## src/rtl/usb_pkg.sv

```systemverilog
// Shared USB protocol definitions: token/handshake PIDs, transmitter request
// codes and the protocol controller state encoding.
package usb_pkg;

    localparam logic [3:0] PID_OUT   = 4'b0001;
    localparam logic [3:0] PID_IN    = 4'b1001;
    localparam logic [3:0] PID_DATA0 = 4'b0011;
    localparam logic [3:0] PID_DATA1 = 4'b1011;
    localparam logic [3:0] PID_ACK   = 4'b0010;
    localparam logic [3:0] PID_NAK   = 4'b1010;
    localparam logic [3:0] PID_STALL = 4'b1110;

    typedef enum logic [2:0] {
        TX_NONE  = 3'd0,
        TX_DATA0 = 3'd1,
        TX_DATA1 = 3'd2,
        TX_ACK   = 3'd3,
        TX_NAK   = 3'd4,
        TX_STALL = 3'd5
    } tx_pkt_t;

    typedef enum logic [2:0] {
        IDLE,
        RX_WAIT,
        SEND_ACK,
        SEND_NAK,
        SEND_STALL,
        SEND_DATA,
        TX_WAIT,
        HS_WAIT
    } state_t;

    function automatic logic is_data_pid(input logic [3:0] pid);
        return (pid == PID_DATA0) || (pid == PID_DATA1);
    endfunction

endpackage

```

## src/rtl/flex_counter.sv

```systemverilog
// Up-counter with synchronous clear that saturates at rollover_val instead of
// wrapping; rollover_flag is high while the count sits at that value.
module flex_counter #(
    parameter int NUM_BITS = 8
) (
    input  logic                clk,
    input  logic                rst,
    input  logic                clear,
    input  logic                count_enable,
    input  logic [NUM_BITS-1:0] rollover_val,
    output logic [NUM_BITS-1:0] count,
    output logic                rollover_flag
);

    always_ff @(posedge clk or posedge rst) begin
        if (rst) begin
            count <= '0;
        end else if (clear) begin
            count <= '0;
        end else if (count_enable && (count != rollover_val)) begin
            count <= count + 1'b1;
        end
    end

    assign rollover_flag = (count == rollover_val);

endmodule

```

## src/rtl/usb_protocol_ctrl.sv

```systemverilog
// USB device-side protocol controller: decodes received packets, requests
// handshakes/data from the transmitter and tracks the DATA0/DATA1 toggle.
module usb_protocol_ctrl
    import usb_pkg::*;
#(
    parameter int TIMEOUT_CYCLES = 255,
    parameter int MAX_PACKET     = 64
) (
    input  logic       clk,
    input  logic       rst,
    input  logic [3:0] rx_packet,
    input  logic       rx_data_ready,
    input  logic       rx_transfer_active,
    input  logic       rx_error,
    input  logic       tx_transfer_active,
    input  logic       tx_error,
    input  logic [6:0] buffer_occupancy,
    input  logic       host_ready,
    output logic [2:0] tx_packet,
    output logic       d_mode,
    output logic       flush,
    output logic       rx_done,
    output logic       tx_done,
    output logic       err_irq
);

    localparam logic [6:0] MAX_OCC      = 7'(MAX_PACKET);
    localparam logic [7:0] TIMEOUT_LAST = 8'(TIMEOUT_CYCLES - 1);

    state_t  state, next_state;
    tx_pkt_t sent_kind, sent_next;
    tx_pkt_t tx_req;
    logic    rx_active_d1, rx_active_d2;
    logic    packet_end;
    logic    toggle, toggle_next;
    logic    tx_seen, tx_seen_next;
    logic    err_next, flush_next, rx_done_next, tx_done_next;
    logic    d_mode_next;
    logic    hs_clear, hs_timeout;
    logic [7:0] hs_count;

    // rx_data_ready is redundant with the registered fall of rx_transfer_active
    logic    unused_ok;
    assign unused_ok = rx_data_ready ^ (|hs_count);

    // Two-stage history so packet end is seen one cycle after the fall.
    always_ff @(posedge clk or posedge rst) begin
        if (rst) begin
            rx_active_d1 <= 1'b0;
            rx_active_d2 <= 1'b0;
        end else begin
            rx_active_d1 <= rx_transfer_active;
            rx_active_d2 <= rx_active_d1;
        end
    end

    assign packet_end = rx_active_d2 & ~rx_active_d1;

    assign hs_clear = (state != HS_WAIT);

    flex_counter #(
        .NUM_BITS(8)
    ) u_hs_timer (
        .clk          (clk),
        .rst          (rst),
        .clear        (hs_clear),
        .count_enable (1'b1),
        .rollover_val (TIMEOUT_LAST),
        .count        (hs_count),
        .rollover_flag(hs_timeout)
    );

    always_ff @(posedge clk or posedge rst) begin
        if (rst) begin
            state     <= IDLE;
            sent_kind <= TX_NONE;
            toggle    <= 1'b0;
            tx_seen   <= 1'b0;
            err_irq   <= 1'b0;
            flush     <= 1'b0;
            rx_done   <= 1'b0;
            tx_done   <= 1'b0;
        end else begin
            state     <= next_state;
            sent_kind <= sent_next;
            toggle    <= toggle_next;
            tx_seen   <= tx_seen_next;
            err_irq   <= err_next;
            flush     <= flush_next;
            rx_done   <= rx_done_next;
            tx_done   <= tx_done_next;
        end
    end

    always_comb begin
        next_state   = state;
        sent_next    = sent_kind;
        toggle_next  = toggle;
        tx_seen_next = tx_seen;
        err_next     = err_irq;
        flush_next   = 1'b0;
        rx_done_next = 1'b0;
        tx_done_next = 1'b0;
        tx_req       = TX_NONE;
        d_mode_next  = 1'b0;

        case (state)
            IDLE: begin
                tx_seen_next = 1'b0;
                if (rx_transfer_active) begin
                    next_state = RX_WAIT;
                end
            end

            RX_WAIT: begin
                if (packet_end) begin
                    if (rx_error) begin
                        if (is_data_pid(rx_packet)) begin
                            next_state = SEND_NAK;
                        end else begin
                            next_state = IDLE;
                            err_next   = 1'b1;
                        end
                    end else if (is_data_pid(rx_packet)) begin
                        if (buffer_occupancy > MAX_OCC) begin
                            next_state = SEND_STALL;
                            err_next   = 1'b1;
                        end else begin
                            next_state = SEND_ACK;
                        end
                    end else if (rx_packet == PID_IN) begin
                        if (host_ready && (buffer_occupancy != 7'd0) &&
                            (buffer_occupancy <= MAX_OCC)) begin
                            next_state = SEND_DATA;
                        end else begin
                            next_state = SEND_NAK;
                        end
                    end else begin
                        next_state = IDLE;
                    end
                end
            end

            SEND_ACK, SEND_NAK, SEND_STALL, SEND_DATA: begin
                d_mode_next  = 1'b1;
                tx_seen_next = 1'b0;
                next_state   = TX_WAIT;
                case (state)
                    SEND_ACK:   tx_req = TX_ACK;
                    SEND_NAK:   tx_req = TX_NAK;
                    SEND_STALL: tx_req = TX_STALL;
                    default:    tx_req = toggle ? TX_DATA1 : TX_DATA0;
                endcase
                sent_next = tx_req;
            end

            TX_WAIT: begin
                d_mode_next = 1'b1;
                if (tx_error) begin
                    next_state = IDLE;
                    err_next   = 1'b1;
                    flush_next = 1'b1;
                end else if (tx_transfer_active) begin
                    tx_seen_next = 1'b1;
                end else if (tx_seen) begin
                    case (sent_kind)
                        TX_ACK: begin
                            next_state   = IDLE;
                            rx_done_next = 1'b1;
                            flush_next   = 1'b1;
                        end
                        TX_DATA0, TX_DATA1: next_state = HS_WAIT;
                        default:            next_state = IDLE;
                    endcase
                end
            end

            HS_WAIT: begin
                // A packet arriving on the timeout cycle still takes priority.
                if (packet_end) begin
                    next_state = IDLE;
                    if ((rx_packet == PID_ACK) && !rx_error) begin
                        toggle_next  = ~toggle;
                        tx_done_next = 1'b1;
                        flush_next   = 1'b1;
                    end else begin
                        err_next = 1'b1;
                    end
                end else if (hs_timeout) begin
                    next_state = IDLE;
                    err_next   = 1'b1;
                end
            end

            default: next_state = IDLE;
        endcase
    end

    assign tx_packet = tx_req;
    assign d_mode    = d_mode_next;

endmodule
```

## config.mk

```make
export PLATFORM = sky130hd
export DESIGN_NAME = usb_protocol_ctrl
export DESIGN_NICKNAME = d
export VERILOG_FILES = /design/src/rtl/usb_pkg.sv /design/src/rtl/flex_counter.sv /design/src/rtl/usb_protocol_ctrl.sv
export SDC_FILE = /design/constraint.sdc
export NUM_CORES = 1
export LEC_CHECK = 0
export CAP_MARGIN = 15
export CORE_ASPECT_RATIO = 0.7
export CORE_MARGIN = 2
export CORE_UTILIZATION = 50
export DETAILED_ROUTE_END_ITERATION = 16
export GPL_TIMING_DRIVEN = 0
export MAX_ROUTING_LAYER = met4
export PLACE_DENSITY = 0.78
export SYNTH_ARGS = -nofsm -noshare
export SYNTH_HDL_FRONTEND = slang
export SYNTH_SLANG_ARGS = --single-unit
```

## constraint.sdc

```tcl
create_clock -name clk -period 3.4 [get_ports clk]
set_input_delay 0.34 -clock clk [delete_from_list [all_inputs] [get_ports clk]]
set_output_delay 0.34 -clock clk [all_outputs]
set_load 0.01 [all_outputs]
```

# Word level (Yosys, flattened, before mapping)
# Index checks and enable logic that the tools add are counted.
# totals
ff_bits	22
out_inout_bits	8
wordCells	108
# op_classes
addsub	1
magnitude_cmp	2
n_eq_ne	29
muxes	44
bitwise	3
reduce_logical	18
# ops
cell	n
2-to-1 mux 3 bit	14
!= test 3 bit, second input constant	8
2-to-1 mux 1 bit	21
2-to-1 mux 8 bit	2
case mux 3 bit (5 select lines)	1
equality test 3 x 2 -> 1 bit, second input constant	4
equality test 3 bit, second input constant	4
!= test 2 bit, second input constant	5
OR reduction 5 bit	2
case mux 3 bit (3 select lines)	1
adder 8 x 1 -> 8 bit, second input constant	1
equality test 4 x 2 -> 1 bit, second input constant	2
equality test 4 bit, second input constant	2
equality test 8 bit, second input constant	1
!= test 8 bit, second input constant	1
AND reduction 8 bit	1
greater-than comparator 7 bit, second input constant	1
<= comparator 7 bit, second input constant	1
nonzero test 7 bit	1
equality test 3 x 1 -> 1 bit, second input constant	2
AND reduction 3 bit	2
AND reduction 5 bit	1
2-to-1 mux 2 bit	2
case mux 1 bit (2 select lines)	2
11 further kinds	15

# Logic depth before layout (Yosys ltp)
# depth
depth_word	9
mapped_depth	6
ltp_nobuf	6

# By module
# From an unflattened synthesis, not the netlist that was laid out.
# unflattened
hier_cells	179
hier_area_um2	1579.0
# modules_own_cells
module	instances	cells_each	area_per_inst_um2	seq_area_each_um2
usb_protocol_ctrl	1	119	983.4	350.3
flex_counter	1	60	595.6	200.2

# Worst setup path before layout
# Ideal clock, no wire load.
# synth_timing
kind	reg-to-output
start	register state[2]
end	output tx_packet[1]
arrival_time_ns	1.240
setup_slack_ns	1.820
stages_incl_launch_ff	6
path_cell_list	dfrtp_1 -> clkbuf_8 -> inv_1 -> o21ai_0 -> a2bb2oi_1 -> nor3b_1
# synth_via
elab_chain_len	3
elab_cells_between_ends	7
cone_classes	eq/ne (4); mux (2); reduce/logical (1)
# synth_lines
item	line_no	text
start, declared	usb_protocol_ctrl.sv:30	state_t state, next_state;
start signal, assigned	usb_protocol_ctrl.sv:84	state <= next_state;
equality test 3 bit, or another cell as far along	usb_protocol_ctrl.sv:107, usb_protocol_ctrl.sv:148	
case mux 3 bit (3 select lines) / OR reduction 4 bit (equally long branches)	usb_protocol_ctrl.sv:148, usb_protocol_ctrl.sv:107	
2-to-1 mux 3 bit (*)	usb_protocol_ctrl.sv:107	case (state)
end, declared	usb_protocol_ctrl.sv:19	output logic [2:0] tx_packet,
# Every way passes the cells marked *; elsewhere a longest branch is shown, timed or not.

# Worst setup path in the final report
# Same ends and word-level chain as after synthesis.

==> flow_metrics.py <==
metrics = {
    "placed_design": {
        "io_buffers": 24,
        "placed_area_um2": 1630,
        "hpwlAfterDp_um": 2320,
        "globalplace.congestion": 0.862,
    },
    "yosys": {
        "syn_area_per_cell_um2": 9.41,
        "synthArstFlopShare": 1.00,
        "syn_inst": 143,
        "yosys_register_bits": 22,
        "yosysWarningCount": 0,
        "seq_area_frac_synth": 0.409,
        "synth-main-ff-cell": "dfrtp_1",
        "yosysTopAreaCell": "dfrtp_1",
        "synth-edff-count": 0,
        "synth_top_area_share": 0.409,
        "syn_nets": 165,
        "synthTopCellsByArea": "dfrtp_1, nor2_1, ha_1",
        "synth_area_um2": 1350,
        "ys_types": 46,
    },
    "setup_path": {
        "worstPathMaxFanout": 10,
        "worstPathArrival_ns": 2.08,
        "critPathRequiredTime_ns": 3.06,
        "cp-start-kind": "register",
        "setup.worst_path.end_class": "output pin",
        "crit_type": "register to output pin",
    },
    "global_route": {
        "grt.overflow.total": 0,
        "grtUsageMet3": 0.0600,
        "grt_most_used_layer": "met2",
        "grt.met1_usage": 0.292,
        "grt_use_met2": 0.335,
        "grt_max_degree": 23,
        "antenna_found_initial": 0,
        "grt_pass1_vias": 1080,
        "grt_first_pass_wirelength_um": 4860,
        "grt_use_total": 0.218,
    },
    "cts": {
        "clock-sinks": 22,
        "cts_root_buf": "clkbuf_8",
        "cts_resized": 0,
        "clock_path_buffers": 2,
        "postCtsSetupBuffers": 0,
        "cts_buffers": 3,
        "cts_tree": "built",
        "path_clk_slew_ns": 0.09,
        "insertion_delay_ns": 0.26,
        "h-tree-depth": 1,
        "cts_hold_buf": 0,
    },
    "timing": {
        "period_share": 0.710,
        "rsz0062_at_grt": "no",
        "slew_headroom": 0.433,
        "maxSlewViolCount": 0,
        "setup_tns_ns": 0,
        "period_needed_ns": 2.42,
        "setup_viol": 0,
        "max_freq_mhz": 414,
        "hold_viol": 0,
        "worst_pin_slew_ns": 0.849,
        "clock_skew_ns": 0.00887,
    },
    "die": {
        "rows": 15,
        "dieArea_um2": 3130,
        "die_h_um": 47.4,
        "boundaryPins": 27,
        "core-area_um2": 2510,
        "die_width_um": 66.0,
        "initial_core_util": 0.535,
    },
    "cells_and_area": {
        "fillers": 199,
        "layout_commonest_cell": "clkdlybuf4s50_1",
        "drive_above_1_share": 0.117,
        "finish.net_count": 194,
        "postLayoutCellArea_um2": 1680,
        "num_antenna_cells": 0,
        "area_growth_pct": 25.1,
        "mostFrequentLayoutCells": "clkdlybuf4s50_1, nor2_1, dfrtp_1",
    },
    "route": {
        "ant_nets": 0,
        "avgRoutedWirePerCell_um": 15.1,
        "viasPerCell": 5.74,
        "finalWirelength_um": 3090,
        "drt_iter0_drc": 84,
        "drt-pass1-iter-count": 4,
        "drc": 0,
        "via_count": 1177,
    },
    "job": {
        "cap_violations": 0,
    },
    "worst_hold_path": {
        "hold_path_class": "register to register",
    },
    "run_status": {
        "status": "finished clean",
    },
    "power": {
        "power.leakage_nw": 0.729,
        "ir_drop_v": 0.000309,
        "power_density_nw_per_um2": 618,
        "power_mw": 1.04,
    },
}
[flip-flops by register name, summed over array words and instances (netlist names)]
name / count
sent_kind: 3
rx_active_d1: 1
u_hs_timer.count: 8
tx_done: 1
flush: 1
err_irq: 1
tx_seen: 1
rx_done: 1
rx_active_d2: 1
toggle: 1
state: 3
[synthesized netlist by cell type (all sizes together), types with 2 or more instances]
cell and instances:
nand4 4, a21oi 7, inv 6, mux2 2
and4 2, dfrtp 22, xor2 3, xnor2 4
a21o 2, a31oi 2, nor3b 2, a211oi 3
nor3 4, nand3 4, nand2 10, clkbuf 3
o31ai 2, nor2 23, or2b 2, ha 3
o21ai 6, and3 5, nor4 3, nor2b 3
[through the flow]
| stage | util | instances | worst slack, ns | hold WS (ns) |
|---|---|---|---|---|
| after floorplan | - | 143 | 1.82 | 0.329 |
| after global placement | 0.647 | 201 | 1.31 | 0.375 |
| after detailed placement | 0.647 | 201 | 1.28 | 0.382 |
| after CTS | 0.669 | 205 | 0.976 | 0.384 |
| after global routing | 0.669 | 205 | 0.836 | 0.408 |
| final | 0.669 | 205 | 0.985 | 0.387 |
[worst paths after layout]
kind / startpoint / to / slack, ns / cells past startpoint
hold reg to reg: rx_active_d1$_DFF_PP0_ / rx_active_d2$_DFF_PP0_ / 0.39 / 0
max in group asynchronous: rst / toggle$_DFFE_PP0N_ / 2.32 / 2
min in group asynchronous: rst / tx_seen$_DFFE_PP0P_ / 0.55 / 2
setup / recovery: state[2]$_DFFE_PP0P_ / tx_packet[1] / 0.98 / 6
setup reg to reg: state[1]$_DFFE_PP0P_ / state[2]$_DFFE_PP0P_ / 1.62 / 6
hold / removal: rx_active_d1$_DFF_PP0_ / rx_active_d2$_DFF_PP0_ / 0.39 / 0
[layer usage]
metal | vias up | share of wire
li1 | 569 | -
met1 | 561 | 0.45
met2 | 43 | 0.48
met3 | 4 | 0.065
met4 | 0 | 0.0052
met5 | - | 0
[area by class of cell]
type | count | area (um^2) | share of cell area
Buffer | 4 | 42.5 | 0.0253
Clock buffer | 4 | 55.1 | 0.0327
Inverter | 6 | 22.5 | 0.0134
Multi-Input combinational cell | 111 | 729 | 0.433
Sequential cell | 22 | 551 | 0.327
Tap cell | 34 | 42.5 | 0.0253
Timing Repair Buffer | 24 | 240 | 0.143
[where the power goes]
group          total [mW]  internal, mW  switching [mW]
clock               0.190         0.103          0.0864
sequential          0.316         0.294          0.0222
combinational       0.535         0.262           0.273
total                1.04         0.659           0.382
[worst max-delay path, stage by stage, from the launching register on]
cell             delay [ns]
dfrtp_1                0.40
clkbuf_8               0.17
inv_1                  0.11
o21ai_0                0.08
a2bb2oi_1              0.19
nor3b_1                0.27
clkdlybuf4s50_1        0.59
[kinds of logic (layout without fill, tap and decap cells)]
logic type      after synthesis  count (layout)  synth area share
simple gates                 68              68             0.295
compound gates               30              30             0.150
flops                        22              22             0.409
buf+inv                      10              38            0.0484
xor+xnor                      7               7            0.0456
fa+ha+maj                     3               3            0.0279
mux                           3               3            0.0242
Note: power is estimated with default switching activity, not from simulation.
==> RTL edit, RTL diff (same settings) <==
The 8 states of `state_t` get a Gray code encoding in 3 bits.
--- a/src/rtl/usb_pkg.sv
+++ b/src/rtl/usb_pkg.sv
@@ -22,10 +22,10 @@
     typedef enum logic [2:0] {
-        IDLE,
-        RX_WAIT,
-        SEND_ACK,
-        SEND_NAK,
-        SEND_STALL,
-        SEND_DATA,
-        TX_WAIT,
-        HS_WAIT
+        IDLE       = 3'b000,
+        RX_WAIT    = 3'b001,
+        SEND_ACK   = 3'b011,
+        SEND_NAK   = 3'b010,
+        SEND_STALL = 3'b110,
+        SEND_DATA  = 3'b111,
+        TX_WAIT    = 3'b101,
+        HS_WAIT    = 3'b100
     } state_t;
Function: same outputs for any inputs over 10 cycles, from zero or initial values and one cycle with rst high; not proved beyond that.
==> RTL edit against the original RTL <==
- first-iteration DRC count decreased by 58%
- synthesized area decreased by 8.1%
- sequential cell count did not move
- total power is 24% lower
- wire length decreased by 11%
- register-to-register slack lost 0.41 ns
- hold slack lost 0.0056 ns
- cell count is 7.3% lower
- worst setup slack improved by 0.049 ns
- final area shrank 7.0%
- die area down 7.5%
- fmax up 2.1%
==> RTL edit: results (changes against the original RTL) <==
Logic synthesis
  – Synth warn: 0 (unchanged)
  – Syn_nets: 148 (-10%)
  – Synth unique cells: 44 (-4.3%)
  – Post-synth top cells: dfrtp_1 (22), nor2_1 (12), a21oi_1 (9), nand2_1 (7), inv_1 (6)
  – Register area share after synthesis: 44.5% (+3.6 points)
  – Largest cells by area after synthesis: dfrtp_1 (45%), a21oi_1 (3.6%), nor2_1 (3.6%), a31oi_1 (2.5%), a21o_1 (2.4%)

Placement
  – Buffers added on ports: 25 (+4.2%)
  – Post-DP HPWL: 2110 um (-9.1%)
  – GP Congestion: 0.786 (-8.8%)
  – DP Worst Slack: 1.08 ns (-0.205 ns)

Global route
  – First-pass GRT wire length: 4670 um (-3.8%)
  – GRT Resource Usage Total: 22.1% (+0.20 points)
  – Vias in the first global route: 1016 (-5.9%)

Clock tree
  – Clock-pin transition on the worst setup and hold timing paths: 0.12 ns (+0.03 ns)
  – Root buf cell: clkbuf_4
  – CTS HTree Levels: 1 (unchanged)
  – Clk Latency, worst-skew pair: 0.31 ns (+0.05 ns)

Route
  – Initial DRC Count: 35 (-58%)
  – Detailed Route WL: 2750 um (-11%)
  – Vias per cell: 5.57 (-2.9%)

Worst setup path
  – CP Data Arrival Time: 2.03 ns (-0.05 ns)
  – Worst r2r src: u_hs_timer.count[0]

Timing
  – Rel. slew slack: 45.6% (+2.2 points)
  – Layout Skew: 0.00494 ns (-0.00392 ns)

Final layout
  – Share of layout cells above drive strength 1: 11.5% (-0.16 points)

Power and ir drop
  – Max VDD drop: 0.000284 V (-8.1%)
  – P_int: 0.518 mW (-21%)

Run status
  – Status: complete, no violations
==> RTL edit: cell types whose count changed in the layout (fill, tap and decap cells not counted), moves of 3 or more <==
cell,before,now
nor2_1,23,12
clkbuf_8,6,1
a31oi_1,2,5
buf_2,0,3
clkbuf_4,0,3
nand2_1,10,7
==> RTL edit: cell type report <==
cell class / count / area (um^2)
fillers: 218 / 837
multi-input cells: 94 / 641
flip-flops and latches: 22 / 551
repair buffers: 25 / 250
well taps: 34 / 42.5
clock buffers: 4 / 36.3
plain buffers: 5 / 22.5
inverters: 6 / 22.5
==> RTL edit: layer usage <==
metal,track usage [%],up-vias,part of all wire (%)
li1,-,526,-
met1,28.4,509,48
met2,36.4,22,48
met3,5.20,2,3.8
met4,4.35,0,0.44
met5,-,-,0
==> RTL edit: worst max-delay path, stage by stage, from the launching register on <==
cell	delay, ns
dfrtp_1	0.40
clkbuf_1	0.34
nor2_1	0.11
nor3_1	0.27
clkdlybuf4s50_1	0.59
==> RTL edit: cells by family (layout without fill, tap and decap cells) <==
group / after synthesis / count (layout) / synth area share [%]
XOR/XNOR: 4 / 4 / 2.83
adder cells (fa/ha/maj): 2 / 2 / 2.02
flip-flops: 22 / 22 / 44.5
buffers and inverters: 11 / 40 / 3.64
AO/OA/AOI/OAI: 35 / 35 / 19.5
AND/OR/NAND/NOR: 53 / 53 / 27.4
==> RTL edit: path summary, 6_finish.rpt <==
| path | end | slack, ns | cells after the start |
|---|---|---|---|
| setup / recovery | tx_packet[0] | 1.03 | 4 |
| hold / removal | rx_active_d2 | 0.38 | 0 |
| max in group asynchronous | tx_seen | 2.42 | 2 |
| min in group asynchronous | u_hs_timer.count[6] | 0.48 | 2 |
| setup reg to reg | state[2] | 1.21 | 7 |
| hold reg to reg | rx_active_d2 | 0.38 | 0 |
==> RTL edit: power by group through the flow <==
stage	clock network, mW	registers (mW)	logic (mW)
4_1_cts	0.144	0.340	0.308
3_3_place_gp	0	0.342	0.298
6_report	0.142	0.340	0.308
5_1_grt	0.155	0.346	0.345
3_5_place_dp	0	0.345	0.306
2_1_floorplan	0	0.337	0.220
==> RTL edit: through the flow <==
step                      instances  hold slack, ns  power [mW]  utilization, %  instance area (um^2)
after floorplan                 127           0.329       0.557               -                  1240
after global placement          186           0.356       0.641            63.6                  1530
after detailed placement        186           0.360       0.652            63.6                  1530
after CTS                       190           0.386       0.791            65.2                  1570
after global routing            190           0.398       0.846            65.2                  1570
final                           190           0.381       0.790            65.2                  1570
